## config.mk

```make
export PLATFORM = sky130hd
export DESIGN_NAME = prog_loader
export DESIGN_NICKNAME = d
export VERILOG_FILES = /design/src/rtl/prog_loader.sv
export SDC_FILE = /design/constraint.sdc
export NUM_CORES = 2
export LEC_CHECK = 0
export ABC_AREA = 1
export BUFFER_PORTS_ARGS = -buffer_cell sky130_fd_sc_hd__clkbuf_2
export CAP_MARGIN = 30
export CELL_PAD_IN_SITES_DETAIL_PLACEMENT = 1
export CELL_PAD_IN_SITES_GLOBAL_PLACEMENT = 1
export CORE_MARGIN = 2
export CORE_UTILIZATION = 54
export CTS_BUF_LIST = sky130_fd_sc_hd__clkbuf_4
export CTS_CLUSTER_SIZE = 28
export DETAILED_ROUTE_END_ITERATION = 6
export GPL_ROUTABILITY_DRIVEN = 0
export PLACE_DENSITY = 0.89
export SYNTH_ARGS = -nofsm -noshare
export SYNTH_HDL_FRONTEND = slang
export SYNTH_SLANG_ARGS = --single-unit
export TNS_END_PERCENT = 50
```

## constraint.sdc

```tcl
create_clock -name clk -period 2.85 [get_ports clk]
set_input_delay 0.285 -clock clk [delete_from_list [all_inputs] [get_ports clk]]
set_output_delay 0.285 -clock clk [all_outputs]
set_load 0.05 [all_outputs]
```

## src/rtl/prog_loader.sv

```systemverilog
// prog_loader: loads a program into a 256x9 instruction RAM, then holds the
// core out of reset while it runs until it halts or hits the cycle limit.
// Optional feature macro: CYCLE_CNT_EN builds the RUN cycle counter and the
// MAX_CYCLES timeout. Without it, cycle_cnt is tied to zero and err is set
// only by a program overflowing the RAM.
//
// Load handshake: a beat transfers on a rising edge where ld_valid and
// ld_ready are both high. ld_ready depends only on state (high in LOAD) and
// never on ld_valid. A beat with ld_last, or the beat written to the final
// address, ends the load.
//
// dbg_state encoding: 0 = IDLE, 1 = LOAD, 2 = RUN, 3 = HALT.
module prog_loader #(
    parameter logic [15:0] MAX_CYCLES = 16'd65535
) (
    input  logic        clk,
    input  logic        reset,
    input  logic        start,
    input  logic        ld_valid,
    input  logic [8:0]  ld_data,
    input  logic        ld_last,
    output logic        ld_ready,
    input  logic [7:0]  pc,
    output logic [8:0]  inst,
    input  logic        core_done,
    output logic        core_reset,
    output logic        busy,
    output logic        finished,
    output logic        err,
    output logic [15:0] cycle_cnt,
    output logic [1:0]  dbg_state
);

    typedef enum logic [1:0] {
        S_IDLE = 2'd0,
        S_LOAD = 2'd1,
        S_RUN  = 2'd2,
        S_HALT = 2'd3
    } state_t;

    state_t      state_q;
    state_t      state_d;
    logic [7:0]  waddr_q;
    logic [8:0]  mem [0:255];
    logic        accept;
    logic        load_end;
    logic        session_start;
    logic        timeout;

    assign accept        = ld_valid & ld_ready;
    // The last address ends the load even without ld_last, so waddr never wraps.
    assign load_end      = accept & (ld_last | (waddr_q == 8'hFF));
    assign session_start = start & ((state_q == S_IDLE) | (state_q == S_HALT));

    assign ld_ready   = (state_q == S_LOAD);
    assign core_reset = (state_q != S_RUN);
    assign busy       = (state_q == S_LOAD) | (state_q == S_RUN);
    assign finished   = (state_q == S_HALT);
    assign dbg_state  = state_q;
    assign inst       = mem[pc];

    // Instruction RAM write port; reset aborts a beat but never clears contents.
    always_ff @(posedge clk) begin
        if (!reset && accept) begin
            mem[waddr_q] <= ld_data;
        end
    end

`ifdef CYCLE_CNT_EN
    logic [15:0] cnt_q;

    // A RUN cycle at the limit without done ends the session as a timeout.
    assign timeout   = (state_q == S_RUN) & ~core_done & (cnt_q == MAX_CYCLES);
    assign cycle_cnt = cnt_q;

    // RUN cycle counter: cleared at session start, counts non-done RUN cycles.
    always_ff @(posedge clk) begin
        if (reset) begin
            cnt_q <= 16'd0;
        end else if (session_start) begin
            cnt_q <= 16'd0;
        end else if ((state_q == S_RUN) && !core_done && !timeout) begin
            cnt_q <= cnt_q + 16'd1;
        end
    end
`else
    // No counter: the limit only feeds a constant-false timeout.
    assign timeout   = 1'b0 & (MAX_CYCLES != 16'd0);
    assign cycle_cnt = 16'd0;
`endif

    // State register and load address.
    always_ff @(posedge clk) begin
        if (reset) begin
            state_q <= S_IDLE;
            waddr_q <= 8'd0;
        end else begin
            state_q <= state_d;
            if (session_start) begin
                waddr_q <= 8'd0;
            end else if (accept && !load_end) begin
                waddr_q <= waddr_q + 8'd1;
            end
        end
    end

    // Sticky session error: overflow on the final address, or timeout.
    always_ff @(posedge clk) begin
        if (reset) begin
            err <= 1'b0;
        end else if (session_start) begin
            err <= 1'b0;
        end else if ((accept && (waddr_q == 8'hFF) && !ld_last) || timeout) begin
            err <= 1'b1;
        end
    end

    // Next-state logic; done takes priority over timeout in RUN.
    always_comb begin
        state_d = state_q;
        case (state_q)
            S_IDLE: if (start) state_d = S_LOAD;
            S_LOAD: if (load_end) state_d = S_RUN;
            S_RUN: begin
                if (core_done) begin
                    state_d = S_HALT;
                end else if (timeout) begin
                    state_d = S_HALT;
                end
            end
            S_HALT: if (start) state_d = S_LOAD;
            default: state_d = S_IDLE;
        endcase
    end

endmodule

```

==> results of run 1 <==
==> routing by layer <==
layer / overflow / global-route usage
met5: 0 / 0.585
met1: 2 / 0.776
met2: 24 / 0.894
met3: 2 / 0.735
met4: 27 / 0.768
==> per-stage QoR <==
step / std cells / hold slack, ns / worst slack [ns] / setup TNS, ns / util
3_5_place_dp: 10300 / 0.479 / -0.284 / -1.82 / 0.583
2_1_floorplan: 7913 / 0.347 / 0.0264 / 0 / -
4_1_cts: 11400 / 0.146 / -0.693 / -6.56 / 0.644
3_3_place_gp: 10300 / 0.442 / -0.130 / -0.670 / 0.583
==> repair_timing <==
item	4_1_cts
pin swaps	149
resized for setup	617
endpoints found under the hold margin	2663
setup endpoints to repair	36
hold buffers	39
cloned	0
==> logic make-up after synthesis <==
| kind of cell | Yosys count | synth area share |
|---|---|---|
| AO/OA/AOI/OAI | 21 | 0.00117 |
| adder cells (fa/ha/maj) | 8 | 0.00106 |
| buffers and inverters | 599 | 0.0319 |
| flip-flops | 2315 | 0.738 |
| other | 1 | 0.0000399 |
| AND/OR/NAND/NOR | 4954 | 0.228 |
==> out/qor.yml, run 1 <==
outcome: "did not finish"
stop_stage: "global routing"
error: "[ERROR GRT-0232] Routing congestion too high. Check the congestion heatmap in the GUI."
yosysWarnings: 0
clock_path_buffers: 4
grtUsageTotal: 0.795
cts_sinks: 2315
synth_most_common_cell: "nand2_1"
start_util: 0.542
worst-ep-kind: "top-level output"
ioPinCount: 55
synth_cell_type_count: 26
synthFlopType: "edfxtp_1"
overflow: 55
grt_max_degree: 86
synth-edff-count: 2304
antenna_found_initial: 97
yosys.area.top_type_share: 0.735
cts_made_buffers: 599
std_cell_rows: 153
place_area_sq_mm: 0.101
synthTopCellsByCount: "nand2_1 (2388), edfxtp_1 (2304), nand3_1 (2272)"
h-tree-depth: 6
grt-worst-endpoint: "inst[0]"
port_buffers: 38
synth_top_area_cell: "edfxtp_1"
synthArstFlopShare: 0
syn_area_per_cell_sq_um: 11.9
yosysSeqAreaShare: 0.738
synth.area.top_cells: "edfxtp_1 (74%), nand3_1 (12%), nand2_1 (9.5%)"
die_x_um: 421
synth-seq-cells: 2315
hpwl_um: 209000
postSynthCellCount: 7898
netlist_area_sq_mm: 0.0941
cts-root-buf: "clkbuf_4"
die-height_um: 421
postCtsSetupRepairBufs: 0
==> run 2, diff against run 1 <==
- CELL_PAD_IN_SITES_DETAIL_PLACEMENT: 1 -> default
- CELL_PAD_IN_SITES_GLOBAL_PLACEMENT: 1 -> default
- CORE_UTILIZATION: 54 -> 40
- CTS_BUF_LIST: sky130_fd_sc_hd__clkbuf_4 -> default
- CTS_CLUSTER_SIZE: 28 -> default
- PLACE_DENSITY: 0.89 -> default
- PLACE_DENSITY_LB_ADDON: default -> 0.15
==> run 2 against run 1 <==
The flow now finishes, with violations (design-rule violations). Synthesized cell count unchanged. Synthesized area stayed put.
==> out/qor.yml, run 2 <==
min_path_type: "primary input to register"
max-slew-margin-rel: 0.383
synth_most_common_cell: "nand2_1"
synthTopCellsByCount: "nand2_1 (2388), edfxtp_1 (2304), nand3_1 (2272)"
multi_input_area_sq_mm: 0.0249
die-height_um: 489  # +16%
start_util: 0.401  # -0.141
port_buffers: 38  # unchanged
met3_length_um: 18800
path_cells: "buf_8 > buf_16 > buf_16 > buf_4 > nand2_1 > nand3_1 > nand3_1 > nand3_1 > nand3_1 > nand3_1 > nand3_2 > nand2_4 > nand2_4 > nand2_8 > buf_12"
ioPinCount: 55  # unchanged
die-area_sq_mm: 0.239
hold_viol_final: 0
synthXorXnorAreaFrac: 0  # unchanged
rsz0062_at_grt: "true"
maxUsedRoutingLayer: "met4"
instances_no_fill: 11700
required_ns: 2.57
via_per_inst: 5.38
vdd_drop_max_mv: 0.604
dp.cells: 11300  # +9.0%
wl_met1_um: 126000
worst-path-buf-inv: 5
synthArstFlopShare: 0  # unchanged
wirelength_um: 288000
violations: "design-rule violations"
largest_register: "mem"
crit_slowest_cell: "buf_16"
fin_nets: 8412
yosysSeqAreaShare: 0.738  # unchanged
yosys.area.top_type_share: 0.735  # unchanged
final_cell_mix: "nand2_1 (2326), edfxtp_1 (2304), nand3_1 (1857), buf_4 (546), nand3_2 (345)"
synth_top_area_cell: "edfxtp_1"
core_area_sq_mm: 0.235
synth.area.top_cells: "edfxtp_1 (74%), nand3_1 (12%), nand2_1 (9.5%)"
cp_top_family: "simple AND/OR/NAND/NOR gates"
seqCellArea_sq_mm: 0.0694
overflow: 0
largest_reg_flops: 2304
drtPass1Iterations: 7
area_growth_pct: 21.7
cp_slowest_stage_delay_ns: 0.28
postSynthCellCount: 7898  # unchanged
max_freq_mhz: 352
path_common_cell: "nand3_1"
crit_arrival_ns: 2.56
clkLatencyLatePin_ns: 0.88
antenna_found_initial: 14
tns_ns: 0
cp-end-kind: "output pin"
synth-seq-cells: 2315  # unchanged
postRouteAntennaNets: 0
max-cap-violations: 0
powerDensity_mw_per_mm2: 652
crit_type: "primary input to output pin"
outcome: "finished, violations left"
grtUsageTotal: 0.239
fin_util: 0.488
synth_adder_area_share: 0.00106  # unchanged
power.leakage_nw: 40.7
setup_violations: 0
cts_sinks: 2315  # unchanged
die_x_um: 489  # +16%
grt_pass1_wl_um: 421000
synth-edff-count: 2304  # unchanged
post-route-min-period_ns: 2.84
crit_path_max_fanout: 21
critPathLaunchType: "primary input"
final_common_cell: "nand2_1"
synth_top_family_by_area: "simple AND/OR/NAND/NOR gates"
netlist_area_sq_mm: 0.0941  # unchanged
finClkSkew_ns: 0.0302
muxShareOfSynthArea: 0  # unchanged
drive_gt1_frac: 0.192
synth_cell_type_count: 26  # unchanged
synth_compound_gate_area_share: 0.00117  # unchanged
grt_pass1_vias: 61000
clock_path_buffers: 3  # -1
grt_max_degree: 76
cts.clk_slew.worst_paths_ns: 0.06
synthFlopType: "edfxtp_1"
tightestPinTransition_ns: 0.923
wl_met2_um: 135000
cts_made_buffers: 241  # -60%
syn_area_per_cell_sq_um: 11.9  # unchanged
fill_cells: 20700
routedWlPerCell_um: 24.6
std_cell_rows: 178  # +16%
h-tree-depth: 4  # -2
cts_tree: "yes"
route.detailed.drc: 2
hpwl_um: 177000  # -15%
cts-root-buf: "clkbuf_16"
synth-simple-area-share: 0.228  # unchanged
fin_crit_sh: 0.998
num_vias: 63200
yosysWarnings: 0  # unchanged
slew_violations: 0
drt_iter0_drc: 6588
## run 2: cell counts after synthesis
Identical to the previous run, type by type.
## run 2: final timing paths
path / endpoint / cells after the start / slack, ns / start
worst min-delay path: dbg_state[0] / 3 / 0.17 / reset
worst max register to register: dbg_state[1] / 11 / 0.21 / waddr_q[0]
worst max-delay path: inst[7] / 15 / 0.007 / pc[0]
worst min register to register: dbg_state[0] / 2 / 0.51 / dbg_state[0]
## run 2: cells by family (layout without fill, tap and decap cells)
logic type	after synthesis	in the layout
DFF	2315	2315
adders and majority gates	8	8
and+or+nand+nor	4954	4954
AOI/OAI and AO/OA	21	21
other	1	19
buffers and inverters	599	1276
## run 2: power breakdown
group / internal [mW] / switching, mW
clock network: 17.9 / 13.3
registers: 37.4 / 0.0210
logic: 1.84 / 4.08
## run 2: cell type report
cell class,instances,share of cell area
antenna,3,0.0000656
clock buffer,298,0.0555
clock inverter,154,0.0126
inverter,48,0.00198
multi-input combinational,4999,0.217
sequential,2315,0.606
tap,3150,0.0344
timing repair buffer,775,0.0716
timing repair inverter,1,0.0000765
## run 2: repair_timing
item                                    4_1_cts  5_1_grt
resized for setup                           550       65
endpoints found under the setup margin        9       12
endpoints found under the hold margin       413        0
hold buffers                                 17        0
pin swaps                                   193       25
gates cloned                                  6        4
buffers inserted                              6        2
## run 2: per-layer routing
layer / GRT usage / up-vias
met1: 0.341 / 31700
met2: 0.379 / 2114
met4: 0.0756 / 0
li1: - / 29100
met3: 0.0342 / 388
met5: 0 / -
## run 2: tightest hold or removal path, stage by stage
cell,delay (ns)
dlygate4sd3_1,0.53
clkbuf_2,0.15
a21oi_1,0.05
## run 2: through the flow
step | worst slack, ns | total power [mW] | area (sq um) | hold slack (ns)
after global routing | -0.0977 | 76.8 | 114000 | 0.185
after CTS | -0.0319 | 75.0 | 114000 | 0.105
final | 0.00700 | 74.6 | 114000 | 0.172
after detailed placement | -0.740 | 43.4 | 103000 | 0.507
after floorplan | 0.0264 | 40.8 | 94300 | 0.347
after global placement | -0.779 | 43.4 | 103000 | 0.489
Note: power is estimated with default switching activity, not from simulation.
